<file path="config.mk">
export PLATFORM = sky130hd
export DESIGN_NAME = divu_32by16
export DESIGN_NICKNAME = d
export VERILOG_FILES = /design/src/rtl/divu_32by16.sv
export SDC_FILE = /design/constraint.sdc
export NUM_CORES = 1
export LEC_CHECK = 0
export BUFFER_PORTS_ARGS = -buffer_cell sky130_fd_sc_hd__buf_2
export CORE_ASPECT_RATIO = 0.75
export CORE_MARGIN = 8
export CORE_UTILIZATION = 62
export CTS_BUF_LIST = sky130_fd_sc_hd__clkbuf_8
export DETAILED_ROUTE_END_ITERATION = 6
export GPL_TIMING_DRIVEN = 0
export HOLD_SLACK_MARGIN = 0.12
export PLACE_DENSITY_LB_ADDON = 0.12
export SLEW_MARGIN = 20
export SYNTH_ARGS = -nofsm -noshare
export SYNTH_HDL_FRONTEND = slang
export SYNTH_SLANG_ARGS = --single-unit
</file>
<file path="constraint.sdc">
create_clock -name clk -period 3.9 [get_ports clk]
set_input_delay 0.78 -clock clk [delete_from_list [all_inputs] [get_ports clk]]
set_output_delay 0.78 -clock clk [all_outputs]
set_load 0.005 [all_outputs]
</file>
<file path="src/rtl/divu_32by16.sv">
// Purpose : unsigned 32-by-16 restoring divider, one quotient bit per clock.
// Latency : done 32 edges after the accepted start (or 1 edge for b=0 when DIVU_DBZ_FAST_EN).
// Backpr. : start is only accepted in IDLE; q/r/dbz hold until the next accepted start.
//
// Ports:
//   clk   - single clock, all state changes on its rising edge
//   reset - asynchronous, active-low
//   start - request, sampled only while idle; z/b are captured with it
//   z, b  - 32-bit unsigned dividend, 16-bit unsigned divisor
//   q, r  - registered quotient and remainder
//   busy  - high in RUN and DONE
//   done  - one-cycle pulse when q/r/dbz are valid
//   dbz   - divide-by-zero flag, valid with done
//
// Build option: define DIVU_DBZ_FAST_EN to finish a b=0 divide one edge after
// start instead of walking all 32 steps (results are identical).
module divu_32by16 (
  input  logic        clk,
  input  logic        reset,
  input  logic        start,
  input  logic [31:0] z,
  input  logic [15:0] b,
  output logic [31:0] q,
  output logic [15:0] r,
  output logic        busy,
  output logic        done,
  output logic        dbz
);

  localparam logic [1:0] S_IDLE = 2'd0;
  localparam logic [1:0] S_RUN  = 2'd1;
  localparam logic [1:0] S_DONE = 2'd2;

`ifdef DIVU_DBZ_FAST_EN
  localparam logic FAST_DBZ = 1'b1;
`else
  localparam logic FAST_DBZ = 1'b0;
`endif

  logic [1:0]  state_q, state_d;
  // Dividend shifts out of the top while quotient bits shift in at the bottom,
  // so after 32 steps this register holds the quotient.
  logic [31:0] dvd_q, dvd_d;
  logic [15:0] div_q, div_d;
  logic [16:0] rem_q, rem_d;
  logic [4:0]  cnt_q, cnt_d;
  logic [31:0] q_q, q_d;
  logic [15:0] r_q, r_d;
  logic        dbz_q, dbz_d;

  // One restoring step.
  logic [16:0] rem_sh;
  logic        q_bit;
  logic [16:0] rem_step;
  logic [31:0] dvd_step;

  always_comb begin
    rem_sh   = {rem_q[15:0], dvd_q[31]};
    q_bit    = (rem_sh >= {1'b0, div_q});
    rem_step = q_bit ? (rem_sh - {1'b0, div_q}) : rem_sh;
    dvd_step = {dvd_q[30:0], q_bit};
  end

  always_comb begin
    state_d = state_q;
    dvd_d   = dvd_q;
    div_d   = div_q;
    rem_d   = rem_q;
    cnt_d   = cnt_q;
    q_d     = q_q;
    r_d     = r_q;
    dbz_d   = dbz_q;
    case (state_q)
      S_IDLE: begin
        if (start) begin
          dvd_d   = z;
          div_d   = b;
          rem_d   = 17'd0;
          cnt_d   = 5'd0;
          state_d = S_RUN;
        end
      end
      S_RUN: begin
        if (FAST_DBZ && (div_q == 16'd0)) begin
          // Shortcut yields what 32 restoring steps with b=0 would produce.
          q_d     = 32'hFFFF_FFFF;
          r_d     = dvd_q[15:0];
          dbz_d   = 1'b1;
          state_d = S_DONE;
        end else begin
          dvd_d = dvd_step;
          rem_d = rem_step;
          cnt_d = cnt_q + 5'd1;
          if (cnt_q == 5'd31) begin
            q_d     = dvd_step;
            r_d     = rem_step[15:0];
            dbz_d   = (div_q == 16'd0);
            state_d = S_DONE;
          end
        end
      end
      S_DONE: begin
        // start is deliberately ignored here; it is honoured once back in IDLE.
        state_d = S_IDLE;
      end
      default: begin
        state_d = S_IDLE;
      end
    endcase
  end

  always_ff @(posedge clk or negedge reset) begin
    if (!reset) begin
      state_q <= S_IDLE;
      dvd_q   <= 32'd0;
      div_q   <= 16'd0;
      rem_q   <= 17'd0;
      cnt_q   <= 5'd0;
      q_q     <= 32'd0;
      r_q     <= 16'd0;
      dbz_q   <= 1'b0;
    end else begin
      state_q <= state_d;
      dvd_q   <= dvd_d;
      div_q   <= div_d;
      rem_q   <= rem_d;
      cnt_q   <= cnt_d;
      q_q     <= q_d;
      r_q     <= r_d;
      dbz_q   <= dbz_d;
    end
  end

  assign q    = q_q;
  assign r    = r_q;
  assign dbz  = dbz_q;
  assign busy = (state_q != S_IDLE);
  assign done = (state_q == S_DONE);

endmodule

</file>
* Word-level counts from Yosys, hierarchy flattened
Index checks and enable logic that the tools add are counted.
Operators by class: equal/unequal tests 5, muxes and demuxes 10, magnitude comparators 1, add/subtract/negate cells 2, reductions and logical operators 8
Operators by type and width (number):
- 32-bit one-hot mux with 2 select lines | 1
- 16-bit two-way mux | 2
- 32-bit two-way mux | 1
- 16-bit one-hot mux with 2 select lines | 1
- 17-bit by 16-bit greater-or-equal comparator with 1-bit output | 1
- 16-bit zero test | 1
- 16-bit subtractor | 1
- 5-bit one-hot mux with 2 select lines | 1
- 2-bit AND reduction | 4
- 5-bit by 1-bit adder with 5-bit output (second input constant) | 1
- 5-bit == test (second input constant) | 1
- 5-bit two-way mux | 1
- 2-bit two-way mux | 2
- 2-bit != test (second input constant) | 2
- 2-bit one-hot mux with 2 select lines | 1
- 2-bit nonzero test | 2
- 2-bit by 1-bit == test with 1-bit output (second input constant) | 1
- 2-bit == test (second input constant) | 1
- 2-bit zero test | 1
Word-level totals: output and inout bits 51, logic and storage cells 34, register bits 120

* Logic depth before layout (Yosys ltp)
word-level depth 3, depth in mapped cells 12, mapped depth without buffers 11

* Worst setup path after synthesis
No wires, ideal clock.
kind flip-flop to flip-flop, from register dvd_q[31], to register r_q[14] (netlist: r[14]), stages on the path, launching flop included 12, data arrival time 2235 ps, path buffers 0, setup slack 1529 ps, cell sequence dfrtp_1 -> inv_1 -> ha_1 -> inv_1 -> fa_1 -> a211o_1 -> nand3_1 -> a31o_2 -> a211oi_1 -> or3_1 -> a31oi_1 -> o21ai_0
On the way: word-level cells in the longest chain between the ends 2
Ends and longest elaborated chain:
- start: declaration | RTL line 43 | logic [31:0] dvd_q, dvd_d;
- start signal: assignment | RTL line 124 | dvd_q <= dvd_d;
- 16-bit subtractor or 17-bit by 16-bit greater-or-equal comparator with 1-bit output (tied branches) | RTL line 60, 59
- 16-bit two-way mux (*) | RTL line 60 | rem_step = q_bit ? (rem_sh - {1'b0, div_q}) : rem_sh;
- end signal: assignment | RTL line 129 | r_q <= r_d;
- end: declaration | RTL line 48 | logic [15:0] r_q, r_d;
Every way passes the cells marked *; elsewhere a longest branch is shown, timed or not. A chain may end at the register's enable or synchronous reset.

* Worst setup path after layout
from register div_q[1], to register rem_q[11]
On the way: word-level cells in the longest chain between the ends 3
Ends and longest elaborated chain:
- start: declaration | RTL line 44 | logic [15:0] div_q, div_d;
- start signal: assignment | RTL line 125 | div_q <= div_d;
- 16-bit subtractor or 17-bit by 16-bit greater-or-equal comparator with 1-bit output (tied branches) | RTL line 60, 59
- 16-bit two-way mux (*) | RTL line 60
- 16-bit one-hot mux with 2 select lines (*) | RTL line 73 | case (state_q)
- end signal: assignment | RTL line 126 | rem_q <= rem_d;
- end: declaration | RTL line 45 | logic [16:0] rem_q, rem_d;
Marked as above.

==> out/qor.yml <==
status: "finished clean"
reg2reg_to: "rem_q[11]$_DFFE_PN0P_"
cts_resized: 0
synthSimpleGateAreaFrac: 0.206
drive_gt1_frac: 0.187
rows: 30
nets: 818
syn2layout_area_growth_pct: 19.1
first_pass_iters: 5
drv_cap: 0
grt_pass1_vias: 5038
powerDensity_nw_per_um2: 1010
dp_hpwl_um: 11100
port_buffers: 101
syn-cell-area_um2: 5680
yosysWarnings: 0
cts.sinks: 120
cts_max_path_buffers: 2
grtUsageMet3: 0.0825
vias_per_cell: 5.84
synthAdderAreaFrac: 0.0432
grt-busiest-layer: "met2"
fp.dieH_um: 98.9
use_met2: 0.359
wl_um: 15300
synth_cells: 627
num_vias: 5095
cts_setup_buffers: 0
hold_viol: 0
tns_ns: 0
slew_headroom: 0.591
fmax_mhz: 345
min_period_over_period: 0.743
syn-num-nets: 697
clk_pin_slew_ns: 0.07
die_w_um: 126
critPathMaxFanout: 10
antennaDiodeCount: 0
end_kind: "flop"
start_util: 0.633
p_leak_nw: 3.49
critPathCapture: "rem_q[11]$_DFFE_PN0P_"
async_flop_share: 1.00
htreeDepth: 4
fin_area_um2: 6760
ys_types: 51
drt-initial-drc-count: 495
synth_edf_count: 0
track_usage: 0.252
io_pins: 102
synth_xor_area_frac: 0.0154
grtUsageMet1: 0.356
cts_buffers: 17
grt_max_degree: 83
cts_tree: "done"
drv_slew: 0
crit_type: "flop to flop"
core_area_um2: 8970
crit_required_ns: 4.19
avgSynthCellArea_um2: 9.05
synth-seq-cells: 120
antenna_found_initial: 1
seq_area_frac_synth: 0.529
grt_remaining_overflow: 0
rrSetupSlack_ns: 1.00
skew_ns: 0.00706
grt_pass1_wl_um: 25200
wire_per_inst_um: 17.5
startpoint_type: "flop"
route.detailed.drc: 0
setup_violations: 0
vdd_drop_max_mv: 0.500
synthMuxAreaShare: 0.0229
rsz0062_at_grt: "false"
dieArea_um2: 12500
antenna_left: 0
period_minus_slack_ns: 2.90
rr_worst_depth: 11
r2r-start: "div_q[1]$_DFFE_PN0P_"
ys.flop_type: "dfrtp_1"
ctsHoldBuffers: 0
synth_top_family_by_area: "simple AND/OR/NAND/NOR gates"
cp.arrival_ns: 3.19
worstSetupStartpoint: "div_q[1]$_DFFE_PN0P_"
hold_class: "input pin to asynchronous set/reset pin"
synth_compound_area_frac: 0.141
final_core_util: 0.754
cts-root-buf: "clkbuf_8"
clk_latency_ns: 0.44
worstMarginPinSlew_ns: 0.611
routabilityCongestion: 0.915
placedInstanceArea_um2: 6360
[synthesized netlist by cell type, types with 3 or more instances]
library cell / instances / area [um2]
xnor2_1: 5 / 43.8
ha_1: 18 / 225
a21oi_1: 8 / 40.0
nor2_1: 14 / 52.6
dfrtp_1: 120 / 3000
o21ai_1: 14 / 70.1
clkbuf_1: 29 / 109
o21a_1: 3 / 22.5
mux2i_1: 13 / 130
nor3_1: 6 / 30.0
xor2_1: 5 / 43.8
nand2_1: 214 / 803
nor4_1: 5 / 31.3
nor2b_1: 3 / 18.8
o21ai_0: 47 / 235
a22oi_1: 30 / 225
a21o_1: 7 / 52.6
nand4_1: 5 / 31.3
nand3_1: 20 / 100
inv_1: 20 / 75.1
[where the power goes]
group / switching, mW / total, mW / leakage (nW) / internal (mW)
combinational: 2.05 / 3.47 / 1.76 / 1.42
sequential: 0.391 / 2.21 / 1.51 / 1.82
clock: 0.522 / 1.16 / 0.210 / 0.641
total: 2.96 / 6.84 / 3.49 / 3.88
[logic make-up (layout without fill, tap and decap cells)]
kind of cell | after synthesis | after routing
and+or+nand+nor | 281 | 281
AOI/OAI and AO/OA | 128 | 128
DFF | 120 | 120
xor gates and xnor gates | 10 | 10
buffers and inverters | 56 | 190
adders and majority gates | 19 | 19
muxes | 13 | 13
[registers in the layout, summed over array words and instances, names as in the netlist]
signal	flops
cnt_q	5
dbz	1
div_q	16
dvd_q	32
q	32
r	16
rem_q	16
state_q	2
[layer usage]
layer	vias to the layer above	share of wire
met5	-	0.00085
met4	2	0.012
met3	26	0.085
met2	208	0.43
met1	2483	0.47
li1	2376	-
[worst min path at each step]
stage	startpoint	endpoint	slack [ns]	depth (start not counted)
after floorplan	cnt_q[3]$_DFFE_PN0P_	cnt_q[3]$_DFFE_PN0P_	0.45	1
after global placement	q[5]$_DFFE_PN0P_	q[5]$_DFFE_PN0P_	0.45	2
after detailed placement	q[29]$_DFFE_PN0P_	q[29]$_DFFE_PN0P_	0.46	2
after CTS	reset	div_q[1]$_DFFE_PN0P_	0.25	1
after global routing	reset	div_q[3]$_DFFE_PN0P_	0.25	1
final	reset	div_q[3]$_DFFE_PN0P_	0.24	1
[final cells by class]
type / instances / area [um2]
sequential: 120 / 3000
multi-input combinational: 451 / 2430
fill: 646 / 2210
timing repair buffer: 102 / 539
clock buffer: 18 / 248
buffer: 35 / 164
clock inverter: 14 / 156
tap: 112 / 140
inverter: 21 / 78.8
[cell usage in the layout, fill, tap and decap left out, types with 7 or more instances in the layout]
cell and n:
nor2_1 14, a21oi_1 8, clkbuf_8 18, mux2i_1 13, ha_1 18, a22oi_1 30, dfrtp_1 120, nand2_1 214
a21o_1 7, o21ai_1 14, inv_1 21, clkbuf_1 29, nand3_1 20, buf_2 101, o21ai_0 47
[stage by stage]
stage	setup WS [ns]	hold slack, ns	power [mW]	instances
after floorplan	1.53	0.449	4.55	627
after global placement	0.592	0.452	5.41	840
after detailed placement	1.16	0.457	5.58	841
after CTS	1.08	0.248	6.78	873
after global routing	0.804	0.254	7.32	873
final	1.00	0.237	6.84	873
[worst max-delay path, stage by stage (launching register included)]
cell       delay, ns
dfrtp_1         0.38
inv_1           0.11
ha_1            0.31
nor2b_1         0.19
o2111ai_1       0.18
and4_4          0.25
nor3_2          0.28
or2_1           0.18
buf_6           0.12
buf_12          0.14
mux2i_1         0.44
o21ai_0         0.17
Power figures use the tool's default switching activity.
